`src/rtl/scan_pkg.sv`:
```
// Shared types and widths for the pixel scan issuer: scan state, coordinate,
// block-position and frame-counter widths.
package scan_pkg;

    typedef enum logic [1:0] {
        IDLE  = 2'd0,
        ISSUE = 2'd1,
        DRAIN = 2'd2
    } scan_state_e;

    localparam int X_W  = 11;
    localparam int Y_W  = 10;
    localparam int BX_W = 12;
    localparam int BY_W = 12;
    localparam int BZ_W = 14;
    localparam int FC_W = 16;

endpackage

```
`src/rtl/pixel_scan_issuer_inflight_counter.sv`:
```
// Tracks issued-but-unreturned pixels against a fixed limit; flags a result
// that arrives with nothing outstanding (sticky until reset).
module inflight_counter #(
    parameter int LIMIT = 256,
    parameter int CW    = $clog2(LIMIT + 1)
) (
    input  logic          clk,
    input  logic          rst_n,
    input  logic          inc,
    input  logic          dec,
    output logic [CW-1:0] count,
    output logic          full,
    output logic          empty,
    output logic          err
);

    localparam logic [CW-1:0] LIMIT_C = CW'(LIMIT);
    localparam logic [CW-1:0] ONE_C   = CW'(1'b1);

    logic [CW-1:0] count_r;
    logic [CW-1:0] count_next_s;
    logic          err_r;
    logic          err_set_s;

    // Next-count rules: a result with nothing outstanding is an error and never underflows.
    always_comb begin
        count_next_s = count_r;
        err_set_s    = 1'b0;
        case ({inc, dec})
            2'b10: begin
                if (count_r != LIMIT_C) begin
                    count_next_s = count_r + ONE_C;
                end else begin
                    count_next_s = count_r;
                end
            end
            2'b01: begin
                if (count_r == {CW{1'b0}}) begin
                    err_set_s = 1'b1;
                end else begin
                    count_next_s = count_r - ONE_C;
                end
            end
            2'b11: begin
                if (count_r == {CW{1'b0}}) begin
                    err_set_s    = 1'b1;
                    count_next_s = ONE_C;
                end else begin
                    count_next_s = count_r;
                end
            end
            default: begin
                count_next_s = count_r;
                err_set_s    = 1'b0;
            end
        endcase
    end

    // Count and sticky error registers.
    always_ff @(posedge clk) begin
        if (!rst_n) begin
            count_r <= {CW{1'b0}};
            err_r   <= 1'b0;
        end else begin
            count_r <= count_next_s;
            err_r   <= err_r | err_set_s;
        end
    end

    assign count = count_r;
    assign full  = (count_r >= LIMIT_C);
    assign empty = (count_r == {CW{1'b0}});
    assign err   = err_r;

endmodule

```
`src/rtl/pixel_scan_issuer.sv`:
```
// Raster-order pixel token source with per-frame block snapshot, issue pacing,
// in-flight throttling and frame completion. Optional macro: PIXEL_SCAN_CONTINUOUS_EN.
module pixel_scan_issuer
    import scan_pkg::*;
#(
    parameter int H_PIXELS       = 320,
    parameter int V_PIXELS       = 180,
    parameter int NUM_BLOCKS     = 12,
    parameter int ISSUE_INTERVAL = 1,
    parameter int MAX_INFLIGHT   = 256
) (
    input  logic                       clk_in,
    input  logic                       rst_n_in,
    input  logic                       start_frame_in,
    input  logic                       stall_in,
    input  logic [NUM_BLOCKS*BX_W-1:0] block_x_in,
    input  logic [NUM_BLOCKS*BY_W-1:0] block_y_in,
    input  logic [NUM_BLOCKS*BZ_W-1:0] block_z_in,
    input  logic                       result_valid_in,
    output logic [X_W-1:0]             x_out,
    output logic [Y_W-1:0]             y_out,
    output logic [NUM_BLOCKS*BX_W-1:0] block_x_out,
    output logic [NUM_BLOCKS*BY_W-1:0] block_y_out,
    output logic [NUM_BLOCKS*BZ_W-1:0] block_z_out,
    output logic                       valid_out,
    output logic                       busy_out,
    output logic                       frame_done_out,
    output logic [FC_W-1:0]            frame_count_out,
    output logic                       err_out
);

    localparam int IW = (ISSUE_INTERVAL > 1) ? $clog2(ISSUE_INTERVAL) : 1;
    localparam int CW = $clog2(MAX_INFLIGHT + 1);

    localparam logic [X_W-1:0]  X_LAST   = X_W'(H_PIXELS - 1);
    localparam logic [Y_W-1:0]  Y_LAST   = Y_W'(V_PIXELS - 1);
    localparam logic [IW-1:0]   GAP_LOAD = IW'(ISSUE_INTERVAL - 1);
    localparam logic [IW-1:0]   IW_ONE   = IW'(1'b1);
    localparam logic [X_W-1:0]  X_ONE    = X_W'(1'b1);
    localparam logic [Y_W-1:0]  Y_ONE    = Y_W'(1'b1);
    localparam logic [CW-1:0]   CNT_ONE  = CW'(1'b1);
    localparam logic [FC_W-1:0] FC_ONE   = FC_W'(1'b1);

    scan_state_e   state_r;
    logic [X_W-1:0] x_r;
    logic [Y_W-1:0] y_r;
    logic [IW-1:0]  gap_r;
    logic           issue_s;
    logic           drain_done_s;
    logic [CW-1:0]  infl_count_s;
    logic           infl_full_s;
    logic           infl_empty_s;
    logic           infl_err_s;

    inflight_counter #(
        .LIMIT (MAX_INFLIGHT),
        .CW    (CW)
    ) u_inflight (
        .clk   (clk_in),
        .rst_n (rst_n_in),
        .inc   (issue_s),
        .dec   (result_valid_in),
        .count (infl_count_s),
        .full  (infl_full_s),
        .empty (infl_empty_s),
        .err   (infl_err_s)
    );

    // Issue slot and frame-completion decisions for the current cycle.
    always_comb begin
        issue_s      = 1'b0;
        drain_done_s = 1'b0;
        case (state_r)
            ISSUE: begin
                if ((gap_r == {IW{1'b0}}) && !stall_in && !infl_full_s) begin
                    issue_s = 1'b1;
                end else begin
                    issue_s = 1'b0;
                end
            end
            DRAIN: begin
                // Completion fires on the same edge the last result brings the count to zero.
                if (infl_empty_s || ((infl_count_s == CNT_ONE) && result_valid_in)) begin
                    drain_done_s = 1'b1;
                end else begin
                    drain_done_s = 1'b0;
                end
            end
            default: begin
                issue_s      = 1'b0;
                drain_done_s = 1'b0;
            end
        endcase
    end

    // Frame FSM, raster walk, pacing counter, snapshot and registered outputs.
    always_ff @(posedge clk_in) begin
        if (!rst_n_in) begin
            state_r         <= IDLE;
            x_r             <= {X_W{1'b0}};
            y_r             <= {Y_W{1'b0}};
            gap_r           <= {IW{1'b0}};
            x_out           <= {X_W{1'b0}};
            y_out           <= {Y_W{1'b0}};
            block_x_out     <= {(NUM_BLOCKS*BX_W){1'b0}};
            block_y_out     <= {(NUM_BLOCKS*BY_W){1'b0}};
            block_z_out     <= {(NUM_BLOCKS*BZ_W){1'b0}};
            valid_out       <= 1'b0;
            busy_out        <= 1'b0;
            frame_done_out  <= 1'b0;
            frame_count_out <= {FC_W{1'b0}};
        end else begin
            valid_out      <= 1'b0;
            frame_done_out <= 1'b0;
            case (state_r)
                IDLE: begin
                    if (start_frame_in) begin
                        block_x_out <= block_x_in;
                        block_y_out <= block_y_in;
                        block_z_out <= block_z_in;
                        x_r         <= {X_W{1'b0}};
                        y_r         <= {Y_W{1'b0}};
                        gap_r       <= {IW{1'b0}};
                        busy_out    <= 1'b1;
                        state_r     <= ISSUE;
                    end
                end
                ISSUE: begin
                    if (issue_s) begin
                        valid_out <= 1'b1;
                        x_out     <= x_r;
                        y_out     <= y_r;
                        gap_r     <= GAP_LOAD;
                        if (x_r == X_LAST) begin
                            x_r <= {X_W{1'b0}};
                            if (y_r == Y_LAST) begin
                                y_r     <= {Y_W{1'b0}};
                                state_r <= DRAIN;
                            end else begin
                                y_r <= y_r + Y_ONE;
                            end
                        end else begin
                            x_r <= x_r + X_ONE;
                        end
                    end else if (gap_r != {IW{1'b0}}) begin
                        // Counting down while stalled means no extra credit is banked.
                        gap_r <= gap_r - IW_ONE;
                    end
                end
                DRAIN: begin
                    if (drain_done_s) begin
                        frame_done_out  <= 1'b1;
                        frame_count_out <= frame_count_out + FC_ONE;
`ifdef PIXEL_SCAN_CONTINUOUS_EN
                        block_x_out <= block_x_in;
                        block_y_out <= block_y_in;
                        block_z_out <= block_z_in;
                        x_r         <= {X_W{1'b0}};
                        y_r         <= {Y_W{1'b0}};
                        gap_r       <= {IW{1'b0}};
                        state_r     <= ISSUE;
`else
                        busy_out <= 1'b0;
                        state_r  <= IDLE;
`endif
                    end
                end
                default: begin
                    state_r <= IDLE;
                end
            endcase
        end
    end

    assign err_out = infl_err_s;

endmodule

```
`config.mk`:
```
export PLATFORM = sky130hd
export DESIGN_NAME = pixel_scan_issuer
export DESIGN_NICKNAME = d
export VERILOG_FILES = /design/src/rtl/scan_pkg.sv /design/src/rtl/pixel_scan_issuer_inflight_counter.sv /design/src/rtl/pixel_scan_issuer.sv
export SDC_FILE = /design/constraint.sdc
export NUM_CORES = 1
export LEC_CHECK = 0
export CORE_AREA = 3 3 374 376
export DETAILED_ROUTE_END_ITERATION = 10
export DIE_AREA = 0 0 377 379
export SLEW_MARGIN = 15
export SYNTH_ARGS = -nofsm -noshare
export SYNTH_HDL_FRONTEND = slang
export SYNTH_SLANG_ARGS = --single-unit
```
`constraint.sdc`:
```
create_clock -name clk_in -period 2.6 [get_ports clk_in]
set_input_delay 0.78 -clock clk_in [delete_from_list [all_inputs] [get_ports clk_in]]
set_output_delay 0.78 -clock clk_in [all_outputs]
set_load 0.005 [all_outputs]
```
==> results.md <==
- Post-synth ARST share: 0%
- Critical Path, Cell by Cell: clkdlybuf4s50_1
- Die span in x: between 300 and 400 µm
- First-pass GRT wire length: 133200 µm
- CTS max path bufs: 3
- Top cells by area, synth: dfxtp_1 56%, nand2_1 20%, a21oi_1 13%
- WP buf/inv: 1
- Fill cells: 14926
- Critical path's largest stage delay: between 0.7 and 0.8 ns
- I/O pin cnt: around 960
- Tmin final: roughly 2.5 ns
- Clock transition at path regs: ~0.05 ns
- Synth area leader: dfxtp_1
- PnR worst setup slack: approximately 0.098 ns
- Starting Density: around 14%
- Avg Inst Size Synth: between 7 and 8 µm²
- Worst Clk Skew: ~0.021 ns
- Cells after Synth: between 2000 and 2500
- Yosys top cell area share: 56.21%
- Worst path top cell family by delay: buffers and inverters
- Largest net degree at the start of global routing: slightly below 80
- Via count: ~20000
- Critical Path Start Type: flip-flop
- Gr usage total: between 10 and 15%
- # DRC: 0
- Mapped Nets: ~2900
- Hold Path Class: flip-flop to flip-flop
- Yosys Warn Count: 0
- R2r setup slk: 0.36 ns
- Port Buffer Count: between 900 and 1000
- Worst-Margin Slew: between 0.5 and 0.6 ns
- Yosys reg bits: 529
- Final setup viols: 0
- Rows: between 100 and 150
- RR Endpoint: u_inflight.count[4]
- HPWL Detailed: 77010 µm
- Core area: 137200 µm²
- Peak VDD IR: a little over 0.4 mV
- Crit-path max FO: 2
- P_leak: between 10 and 15 nW
- Total Power: ~22 mW
- Max cap viols: 0
- Remaining Overflow, GRT: 0
- Initial antenna violation count: 7
- WS Path Type: flip-flop to output pin
- Vias per Instance: 3.842
- Placed Instances: 5086
- WP data arrival: about 1.7 ns
- Fmax: around 0.4 GHz
- Clock Latency Late Sink: about 0.64 ns
- Tcrit/Tclk final: a little over nine tenths
- Drt initial violations: 1293
- GP Congestion: approximately 0.84
- CP Capture Type: output pin
- Yosys cell types: 53
- Area growth, synth to finish: 76.80%
- Reg-to-reg startpoint: u_inflight.count[0]
- Max-slew headroom: between 60% and 70%
- Post-Route WL: between 90000 and 100000 µm
- Die height: ~380 µm
- Post-route ant nets: 0
- Htree depth: 3
- Fraction of layout cells with a size suffix above 1: 6.982%
- Status: finished clean
- Vias in the first global route: between 15000 and 20000
- Clock tree from TritonCTS: built
- NumNets Final: about 3800
- DR WL/cell: around 18 µm
- Inserted Clock Buffers: between 60 and 70
- Area of the multi-input gates: roughly 7600 µm²
- HP Start: block_y_out[54]
- CTS Sinks: roughly 530
- Syn Std Cell Area: 18840 µm²
- Hold Vio Cnt, Final: 0
- Fin. max-slew vios: 0
- Die area: 142900 µm²
- WHS Endpoint: block_y_out[54]
- Final cell count without fillers: 5205
- Initial DRT Pass Iterations: 5
- Placement Setup Slack: -0.3565 ns
- Sequential fraction of the synthesis area: a little under three fifths
- Clock Tree Root: clkbuf_16
- Critical Path RT: 1.82 ns
- Register Area: 10590 µm²
- Pwr Density: between 600 and 700 nW/µm²
- Crit path max-delay cell type: clkdlybuf4s50_1
- Top FF cell, synth: dfxtp_1
- EDFF count, synth: 0
- Register-to-Register Path Depth: 7
- Cells on Worst Hold Path: 2
## cell type report
type                            instances  area share, %
Tap cell                             1794          6.738
Clock inverter                         27          1.063
Inverter                                5        0.07888
Clock buffer                           90          5.683
Timing Repair Buffer                 1071          31.88
Sequential cell                       529          31.79
Antenna cell                            2        0.01502
Multi-Input combinational cell       1687          22.75
## worst min-delay path, cell delays in order (launching register included)
cell     delay (ns)
dfxtp_1        0.30
nand2_1        0.05
a21oi_1        0.05
## layer usage
layer	global-route usage (%)	wire (µm)
met1	15.43	40110
met2	19.98	43690
met3	5.339	9404
met4	4.509	3016
met5	0	29
## per-stage QoR
step | utilization, % | hold slack (ns) | instance area, µm² | setup TNS (ns)
after floorplan | - | 0.4527 | 18840 | 0
after global placement | 22.65 | 0.4410 | 31060 | -18.49
after detailed placement | 22.65 | 0.4455 | 31060 | -17.73
after CTS | 24.28 | 0.4533 | 33300 | 0
after global routing | 24.29 | 0.4623 | 33310 | -0.002192
final | 24.29 | 0.4506 | 33310 | 0
## cell usage in the layout, fill, tap and decap left out, types with 11 or more instances in the layout
master | Yosys | layout
nand2_1 | 989 | 989
clkdlybuf4s50_1 | 0 | 948
dfxtp_1 | 529 | 529
a21oi_1 | 502 | 502
buf_4 | 0 | 103
clkbuf_16 | 0 | 67
nor2_1 | 33 | 33
buf_12 | 0 | 16
nand4_1 | 13 | 13
clkbuf_8 | 0 | 13
xor2_1 | 12 | 12
nand3_1 | 11 | 11
## sequential cells by signal, summed over array words and instances, names as in the netlist
register          cells
y_r                  10
x_out                11
frame_count_out      16
x_r                  11
block_y_out         144
state_r               2
valid_out             1
block_x_out         144
busy_out              1
u_inflight.count      9
frame_done_out        1
y_out                10
u_inflight.err        1
block_z_out         168
## logic make-up (layout without fill, tap and decap cells)
logic type / count (synthesis) / count (layout) / synth area share (%)
simple gates: 1112 / 1112 / 23.64
fa+ha+maj: 6 / 6 / 0.3984
xor+xnor: 20 / 20 / 0.9297
mux: 3 / 3 / 0.1594
flops: 529 / 529 / 56.21
other cells: 0 / 2 / 0
compound gates: 546 / 546 / 15.01
buf+inv: 179 / 1193 / 3.652
## worst max path at each step
stage | from | end | slack (ns) | cells after the start
floorplan | result_valid_in | frame_count_out[15] | 0.13 | 6
global placement | stall_in | y_r[8] | -0.35 | 6
detailed placement | stall_in | y_r[8] | -0.36 | 6
CTS | block_z_out[153] | block_z_out[153] | 0.008 | 1
global route | block_z_out[152] | block_z_out[152] | -0.002 | 1
finish | block_z_out[153] | block_z_out[153] | 0.1 | 1
## synthesized netlist by cell type, drive strengths merged, types with 3 or more instances
| cell | n |
|---|---|
| nand2 | 989 |
| o21ai | 10 |
| or3 | 9 |
| mux2i | 3 |
| a31oi | 6 |
| clkbuf | 167 |
| xnor2 | 8 |
| nand4 | 13 |
| o21a | 8 |
| inv | 5 |
| ha | 6 |
| nor2b | 3 |
| nand2b | 6 |
| and3 | 4 |
| a21boi | 5 |
| or4 | 4 |
| buf | 7 |
| and2 | 8 |
| a21oi | 502 |
| nor3 | 10 |
| or3b | 3 |
| dfxtp | 529 |
| nor4 | 4 |
| xor2 | 12 |
| and4 | 4 |
| nand3 | 12 |
| nor2 | 33 |
## report_power, final
group	switching, mW	internal (mW)	leakage, nW
clock network	3.77	5.74	1.10
logic	1.71	1.96	6.47
registers	0.330	8.57	4.33
total	5.81	16.3	11.9
## repair_timing
action,CTS,global route
hold buffers,0,0
setup buffers,0,0
resized for setup,3,1
endpoints found under the setup margin,3,1
pin swaps,0,0
No activity file was read; power rests on OpenSTA's default activity.
